===== src/rtl/note_sequencer_if.sv =====
// note_sequencer_if: request, note-memory and tone-generator signals of the note sequencer.
interface note_sequencer_if #(
  parameter int ADDR_W = 4,
  parameter int NOTE_W = 5
);
  logic              rec_req;
  logic [NOTE_W-1:0] note_in;
  logic              play_req;
  logic              stop_req;
  logic              clear_req;
  logic              loop_en;
  logic              mem_we;
  logic [ADDR_W-1:0] mem_addr;
  logic [NOTE_W-1:0] mem_wdata;
  logic [NOTE_W-1:0] mem_rdata;
  logic              tone_valid;
  logic [NOTE_W-1:0] tone_code;
  logic              busy;
  logic [ADDR_W:0]   note_count;
  modport master (
    output rec_req, note_in, play_req, stop_req, clear_req, loop_en, mem_rdata,
    input  mem_we, mem_addr, mem_wdata, tone_valid, tone_code, busy, note_count
  );
  modport slave (
    input  rec_req, note_in, play_req, stop_req, clear_req, loop_en, mem_rdata,
    output mem_we, mem_addr, mem_wdata, tone_valid, tone_code, busy, note_count
  );
endinterface


===== src/rtl/note_sequencer.sv =====
// note_sequencer: records key presses into a single-port note RAM and plays them back at a fixed tempo.
module note_sequencer #(
  parameter int TICKS_PER_NOTE = 25000000,
  parameter int ADDR_W         = 4,
  parameter int NOTE_W         = 5
) (
  input logic            clk,
  input logic            reset,
  note_sequencer_if.slave bus
);
  localparam int DEPTH = 2 ** ADDR_W;
  localparam int CNT_W = $clog2(TICKS_PER_NOTE);
  typedef enum logic [2:0] {IDLE, REC_WR, PLAY_FETCH, PLAY_WAIT, PLAY_HOLD} state_t;
  state_t            state, nxt;
  logic [ADDR_W:0]   note_count, count_n;
  logic [ADDR_W-1:0] play_ptr, ptr_n;
  logic [CNT_W-1:0]  cnt, cnt_n;
  logic [NOTE_W-1:0] code_q, code_n, note_lat, lat_n;
  logic              full, last, playing;
  assign full    = note_count == (ADDR_W+1)'(DEPTH);
  assign last    = ({1'b0, play_ptr} + 1'b1) >= note_count;
  assign playing = state inside {PLAY_FETCH, PLAY_WAIT, PLAY_HOLD};
  always_ff @(posedge clk or posedge reset) begin
    if (reset) begin
      state      <= IDLE;
      note_count <= '0;
      play_ptr   <= '0;
      cnt        <= '0;
      code_q     <= '0;
      note_lat   <= '0;
    end else begin
      state      <= nxt;
      note_count <= count_n;
      play_ptr   <= ptr_n;
      cnt        <= cnt_n;
      code_q     <= code_n;
      note_lat   <= lat_n;
    end
  end
  always_comb begin
    nxt     = state;
    count_n = note_count;
    ptr_n   = play_ptr;
    cnt_n   = cnt;
    code_n  = code_q;
    lat_n   = note_lat;
    case (state)
      IDLE: begin
        if (bus.clear_req) begin
          count_n = '0;
        end else if (bus.rec_req && !full) begin
          nxt   = REC_WR;
          lat_n = bus.note_in;
        end else if (bus.play_req && note_count != '0) begin
          nxt   = PLAY_FETCH;
          ptr_n = '0;
        end
      end
      REC_WR: begin
        count_n = note_count + 1'b1;
        nxt     = IDLE;
      end
      PLAY_FETCH: nxt = PLAY_WAIT;
      PLAY_WAIT: begin
        code_n = bus.mem_rdata;
        cnt_n  = CNT_W'(TICKS_PER_NOTE - 1);
        nxt    = PLAY_HOLD;
      end
      PLAY_HOLD: begin
        cnt_n = cnt == '0 ? cnt : cnt - 1'b1;
        // loop_en only matters here, at the boundary after the last note
        if (cnt == '0) begin
          nxt    = (last && !bus.loop_en) ? IDLE : PLAY_FETCH;
          ptr_n  = last ? '0 : play_ptr + 1'b1;
          code_n = (last && !bus.loop_en) ? '0 : code_q;
        end
      end
      default: nxt = IDLE;
    endcase
    if (bus.stop_req && playing) begin
      nxt    = IDLE;
      code_n = '0;
      ptr_n  = '0;
    end
  end
  assign bus.busy       = state != IDLE;
  assign bus.mem_we     = state == REC_WR;
  assign bus.mem_addr   = state == REC_WR ? note_count[ADDR_W-1:0] : state == PLAY_FETCH ? play_ptr : '0;
  assign bus.mem_wdata  = state == REC_WR ? note_lat : '0;
  assign bus.tone_valid = state == PLAY_HOLD && code_q != '0;
  assign bus.tone_code  = code_q;
  assign bus.note_count = note_count;
endmodule

===== src/flat_wrapper.sv =====
// flat-port wrapper written by rule: the top's interface ports become plain ports
module note_sequencer_flat 
#(
  parameter int TICKS_PER_NOTE = 25000000,
  parameter int ADDR_W         = 4,
  parameter int NOTE_W         = 5
)
  (clk, reset, bus_rec_req, bus_note_in, bus_play_req, bus_stop_req, bus_clear_req, bus_loop_en, bus_mem_rdata, bus_mem_we, bus_mem_addr, bus_mem_wdata, bus_tone_valid, bus_tone_code, bus_busy, bus_note_count);
  note_sequencer_if #(.ADDR_W(ADDR_W), .NOTE_W(NOTE_W)) bus_i ();
  input logic clk;
  input logic reset;
  input wire logic [$bits(bus_i.rec_req)-1:0] bus_rec_req;
  input wire logic [$bits(bus_i.note_in)-1:0] bus_note_in;
  input wire logic [$bits(bus_i.play_req)-1:0] bus_play_req;
  input wire logic [$bits(bus_i.stop_req)-1:0] bus_stop_req;
  input wire logic [$bits(bus_i.clear_req)-1:0] bus_clear_req;
  input wire logic [$bits(bus_i.loop_en)-1:0] bus_loop_en;
  input wire logic [$bits(bus_i.mem_rdata)-1:0] bus_mem_rdata;
  output wire logic [$bits(bus_i.mem_we)-1:0] bus_mem_we;
  output wire logic [$bits(bus_i.mem_addr)-1:0] bus_mem_addr;
  output wire logic [$bits(bus_i.mem_wdata)-1:0] bus_mem_wdata;
  output wire logic [$bits(bus_i.tone_valid)-1:0] bus_tone_valid;
  output wire logic [$bits(bus_i.tone_code)-1:0] bus_tone_code;
  output wire logic [$bits(bus_i.busy)-1:0] bus_busy;
  output wire logic [$bits(bus_i.note_count)-1:0] bus_note_count;
  assign bus_i.rec_req = bus_rec_req;
  assign bus_i.note_in = bus_note_in;
  assign bus_i.play_req = bus_play_req;
  assign bus_i.stop_req = bus_stop_req;
  assign bus_i.clear_req = bus_clear_req;
  assign bus_i.loop_en = bus_loop_en;
  assign bus_i.mem_rdata = bus_mem_rdata;
  assign bus_mem_we = bus_i.mem_we;
  assign bus_mem_addr = bus_i.mem_addr;
  assign bus_mem_wdata = bus_i.mem_wdata;
  assign bus_tone_valid = bus_i.tone_valid;
  assign bus_tone_code = bus_i.tone_code;
  assign bus_busy = bus_i.busy;
  assign bus_note_count = bus_i.note_count;
  note_sequencer #(.TICKS_PER_NOTE(TICKS_PER_NOTE), .ADDR_W(ADDR_W), .NOTE_W(NOTE_W)) u_core (.clk(clk), .reset(reset), .bus(bus_i));
endmodule

===== config.mk =====
export PLATFORM = sky130hd
export DESIGN_NAME = note_sequencer_flat
export DESIGN_NICKNAME = d
export VERILOG_FILES = /design/src/rtl/note_sequencer_if.sv /design/src/rtl/note_sequencer.sv /design/src/flat_wrapper.sv
export SDC_FILE = /design/constraint.sdc
export NUM_CORES = 1
export LEC_CHECK = 0
export ABC_CLOCK_PERIOD_IN_PS = 3530
export CAP_MARGIN = 20
export CORE_MARGIN = 5
export CORE_UTILIZATION = 50
export DETAILED_ROUTE_END_ITERATION = 8
export MAX_ROUTING_LAYER = met4
export PLACE_DENSITY = 0.74
export SYNTH_ARGS = -nofsm -noshare
export SYNTH_HDL_FRONTEND = slang
export SYNTH_SLANG_ARGS = --single-unit

===== constraint.sdc =====
create_clock -name clk -period 3.53 [get_ports clk]
set_clock_uncertainty 0.2 [all_clocks]
set_input_delay 0.5295 -clock clk [delete_from_list [all_inputs] [get_ports clk]]
set_output_delay 0.5295 -clock clk [all_outputs]
set_load 0.01 [all_outputs]

==> summary.json <==
{
  "status": {
    "run_status": "complete, no violations"
  },
  "cts": {
    "clk-insertion-delay-late_ns": 0.30,
    "clockRootBuffer": "sky130_fd_sc_hd__clkbuf_8",
    "maximum_root_to_sink_buffer_count": 2,
    "cts_resized": 0,
    "htreeDepth": 2,
    "cts_hold_repair.buffers": 0,
    "cts-buffers-inserted": 5,
    "postCtsSetupBuffers": 0,
    "cts_tree": "done",
    "clk_transition_reported_paths_ns": 0.09,
    "cts_sinks": 47
  },
  "hold_path": {
    "min-delay-path-class": "in -> async"
  },
  "setup_path": {
    "ff2ff_setup_slack_ns": 0.59,
    "critPathKind": "reg -> out",
    "startpoint_class": "register",
    "worst_ep_arrival_time_ns": 2.27,
    "r2r_cell_count": 8,
    "worstPathRequired_ns": 2.80,
    "path_max_fanout": 13,
    "worstSetupEndpointType": "output port"
  },
  "timing": {
    "sum_of_negative_setup_slack_ns": 0,
    "fin_crit_sh": 0.8507,
    "max_slew.worst_pin.slew_ns": 0.8462,
    "fmax_ghz": 0.3330,
    "finalWorstPathRequiredPeriod_ns": 3.003,
    "timing.final.ws_setup_ns": 0.5269,
    "slew_headroom": 0.4332,
    "setup_violations": 0,
    "maxSlewViolCount": 0,
    "hold_violation_count_in_the_final_report": 0,
    "grt_setup_unrepaired": "false"
  },
  "yosys": {
    "synth.area.top_cells": "sky130_fd_sc_hd__dfrtp_1 42%, sky130_fd_sc_hd__ha_1 4.1%, sky130_fd_sc_hd__o21ai_0 3.4%, sky130_fd_sc_hd__nand2_1 3.1%, sky130_fd_sc_hd__a21oi_1 2.9%",
    "unique_masters_post_synth": 51,
    "synth.top_cell.area_share": 0.4236,
    "number_of_enable_type_register_cells_in_the_synthesized_netlist": 0,
    "synth.yosys.warnings": 0,
    "post_synth_inst_count": 304,
    "synth_ff_type": "sky130_fd_sc_hd__dfrtp_1",
    "synth_nets": 330,
    "synth.cell_area_um2": 2776,
    "ys_async_sr_fraction": 1.000,
    "yosysTopAreaCell": "sky130_fd_sc_hd__dfrtp_1",
    "ys_seq_area_frac": 0.4236,
    "yosysMostFrequentCell": "sky130_fd_sc_hd__dfrtp_1",
    "synth_seq_cells": 47,
    "synthesized_area_per_cell_um2": 9.133,
    "synth.cells.most_frequent": "47 x sky130_fd_sc_hd__dfrtp_1, 23 x sky130_fd_sc_hd__nand2_1, 19 x sky130_fd_sc_hd__nor2_1, 19 x sky130_fd_sc_hd__o21ai_0"
  },
  "finish": {
    "area.growth.synth_to_final_pct": 19.02,
    "antenna_cells_inserted": 0,
    "fin_nets": 365,
    "drive_gt1_frac": 0.06176
  },
  "die": {
    "horizontal_die_dimension_um": 84.52,
    "rows": 27,
    "io-pin-count": 39,
    "area_of_the_core_um2": 5439,
    "start_util": 0.5105,
    "die_height_um": 84.52,
    "die_area_um2": 7143
  },
  "grt": {
    "grtUsageTotal": 0.1982,
    "via_count_of_the_first_global_routing_pass": 2446,
    "grt.overflow.total": 0,
    "grt_max_degree": 48,
    "antenna_violations_before_repair": 0,
    "grt_pass1_wl_um": 11370
  },
  "flow_run": {
    "max-cap-violations": 0
  },
  "placement": {
    "detailed_place_hpwl_um": 4697,
    "gp_congestion": 0.8163,
    "dp_worst_setup_slack_ns": 0.6653,
    "number_of_buffers_inserted_by_port_buffering": 38
  },
  "pwr": {
    "power-per-cell-area_nw_per_um2": 575.5,
    "ir_worst_vdd_mv": 0.3320,
    "totalPowerFinal_mw": 1.902,
    "power.static_leakage_nw": 1.301
  },
  "routing": {
    "routed-via-count": 2473,
    "remaining_antenna_violation_count": 0,
    "route.detailed.drc": 0,
    "wl_per_cell_um": 16.00,
    "firstDrtPassIters": 4,
    "drt-initial-drc-count": 159,
    "drt-total-wl_um": 6591,
    "post_drt_via_cell_ratio": 6.002
  }
}
per-layer routing:
metal / routed length, µm / track usage / vias to the layer above
met2: 3106 / 0.3089 / 67
li1: - / - / 1198
met5: 0 / - / -
met4: 51 / 0.05612 / 0
met1: 3122 / 0.2625 / 1203
met3: 311 / 0.04024 / 5
registers in the layout, indices dropped and copies added (netlist names):
| name | cells |
|---|---|
| u_core.bus.note_count | 5 |
| u_core.bus.tone_code | 5 |
| u_core.cnt | 25 |
| u_core.note_lat | 5 |
| u_core.play_ptr | 4 |
| u_core.state | 3 |
cells by family after synthesis:
family,count (synthesis),synth area share
AO/OA/AOI/OAI,79,0.1830
XOR/XNOR,12,0.03785
adder cells (fa/ha/maj),9,0.04056
buffers and inverters,29,0.04281
flip-flops,47,0.4236
multiplexers,5,0.02028
AND/OR/NAND/NOR,123,0.2519
power breakdown:
| group | leakage, nW | switching [mW] | internal [mW] |
|---|---|---|---|
| logic | 0.691 | 0.336 | 0.350 |
| registers | 0.568 | 0.190 | 0.701 |
| clock network | 0.0412 | 0.185 | 0.139 |
cell type report:
cell class | instances | area [µm²]
clock inverters | 2 | 12.51
repair buffers | 40 | 407.9
multi-input cells | 228 | 1481
clock buffers | 6 | 72.57
fillers | 472 | 2135
well taps | 72 | 90.09
flip-flops and latches | 47 | 1176
inverters | 17 | 63.81
placed cells by master (no fill, tap or decap), types with 2 or more instances in the layout:
| master | count |
|---|---|
| sky130_fd_sc_hd__o21ai_0 | 19 |
| sky130_fd_sc_hd__clkdlybuf4s50_1 | 38 |
| sky130_fd_sc_hd__a21oi_1 | 16 |
| sky130_fd_sc_hd__mux2_2 | 5 |
| sky130_fd_sc_hd__nor3_1 | 8 |
| sky130_fd_sc_hd__nor2b_1 | 2 |
| sky130_fd_sc_hd__nor3b_1 | 3 |
| sky130_fd_sc_hd__xor2_1 | 5 |
| sky130_fd_sc_hd__a211oi_1 | 2 |
| sky130_fd_sc_hd__and2_1 | 5 |
| sky130_fd_sc_hd__nand3_1 | 11 |
| sky130_fd_sc_hd__ha_1 | 9 |
| sky130_fd_sc_hd__nor4_1 | 8 |
| sky130_fd_sc_hd__a31oi_1 | 10 |
| sky130_fd_sc_hd__clkbuf_8 | 5 |
| sky130_fd_sc_hd__o211ai_1 | 5 |
| sky130_fd_sc_hd__dfrtp_1 | 47 |
| sky130_fd_sc_hd__o21ai_1 | 2 |
| sky130_fd_sc_hd__o2111ai_1 | 2 |
| sky130_fd_sc_hd__and3_1 | 8 |
| sky130_fd_sc_hd__nand2b_1 | 3 |
| sky130_fd_sc_hd__nand2_1 | 23 |
| sky130_fd_sc_hd__or4_1 | 9 |
| sky130_fd_sc_hd__xnor2_1 | 7 |
| sky130_fd_sc_hd__o41ai_1 | 4 |
| sky130_fd_sc_hd__or3_1 | 8 |
| sky130_fd_sc_hd__nor2_1 | 19 |
| sky130_fd_sc_hd__inv_1 | 15 |
| sky130_fd_sc_hd__a22o_1 | 2 |
| sky130_fd_sc_hd__a22oi_1 | 4 |
| sky130_fd_sc_hd__nand4_1 | 3 |
| sky130_fd_sc_hd__o31ai_1 | 9 |
path summary, 6_finish.rpt:
kind	from	to
min in group clk	u_core.note_lat[0]	u_core.note_lat[0]
max in group asynchronous	reset	u_core.bus.tone_code[1]
hold reg to reg	u_core.note_lat[0]	u_core.note_lat[0]
hold / removal	reset	u_core.note_lat[0]
setup reg to reg	u_core.play_ptr[0]	u_core.bus.tone_code[1]
setup / recovery	u_core.state[2]	bus_mem_wdata[2]
per-stage QoR:
step | hold WS, ns | utilization | std cells | instance area, µm²
floorplan | 0.2613 | - | 304 | 2776
global placement | 0.2759 | 0.5882 | 403 | 3199
detailed placement | 0.2858 | 0.5882 | 403 | 3199
CTS | 0.3071 | 0.6039 | 411 | 3284
global route | 0.2660 | 0.6075 | 412 | 3304
finish | 0.2608 | 0.6075 | 412 | 3304
critical path, cell delays in order (launching register included):
cell and delay (ns):
sky130_fd_sc_hd__dfrtp_1 0.58, sky130_fd_sc_hd__inv_1 0.16, sky130_fd_sc_hd__nand3_1 0.22, sky130_fd_sc_hd__clkinv_1 0.28
sky130_fd_sc_hd__and2_1 0.24, sky130_fd_sc_hd__clkdlybuf4s50_1 0.48
Power figures use the tool's default switching activity.
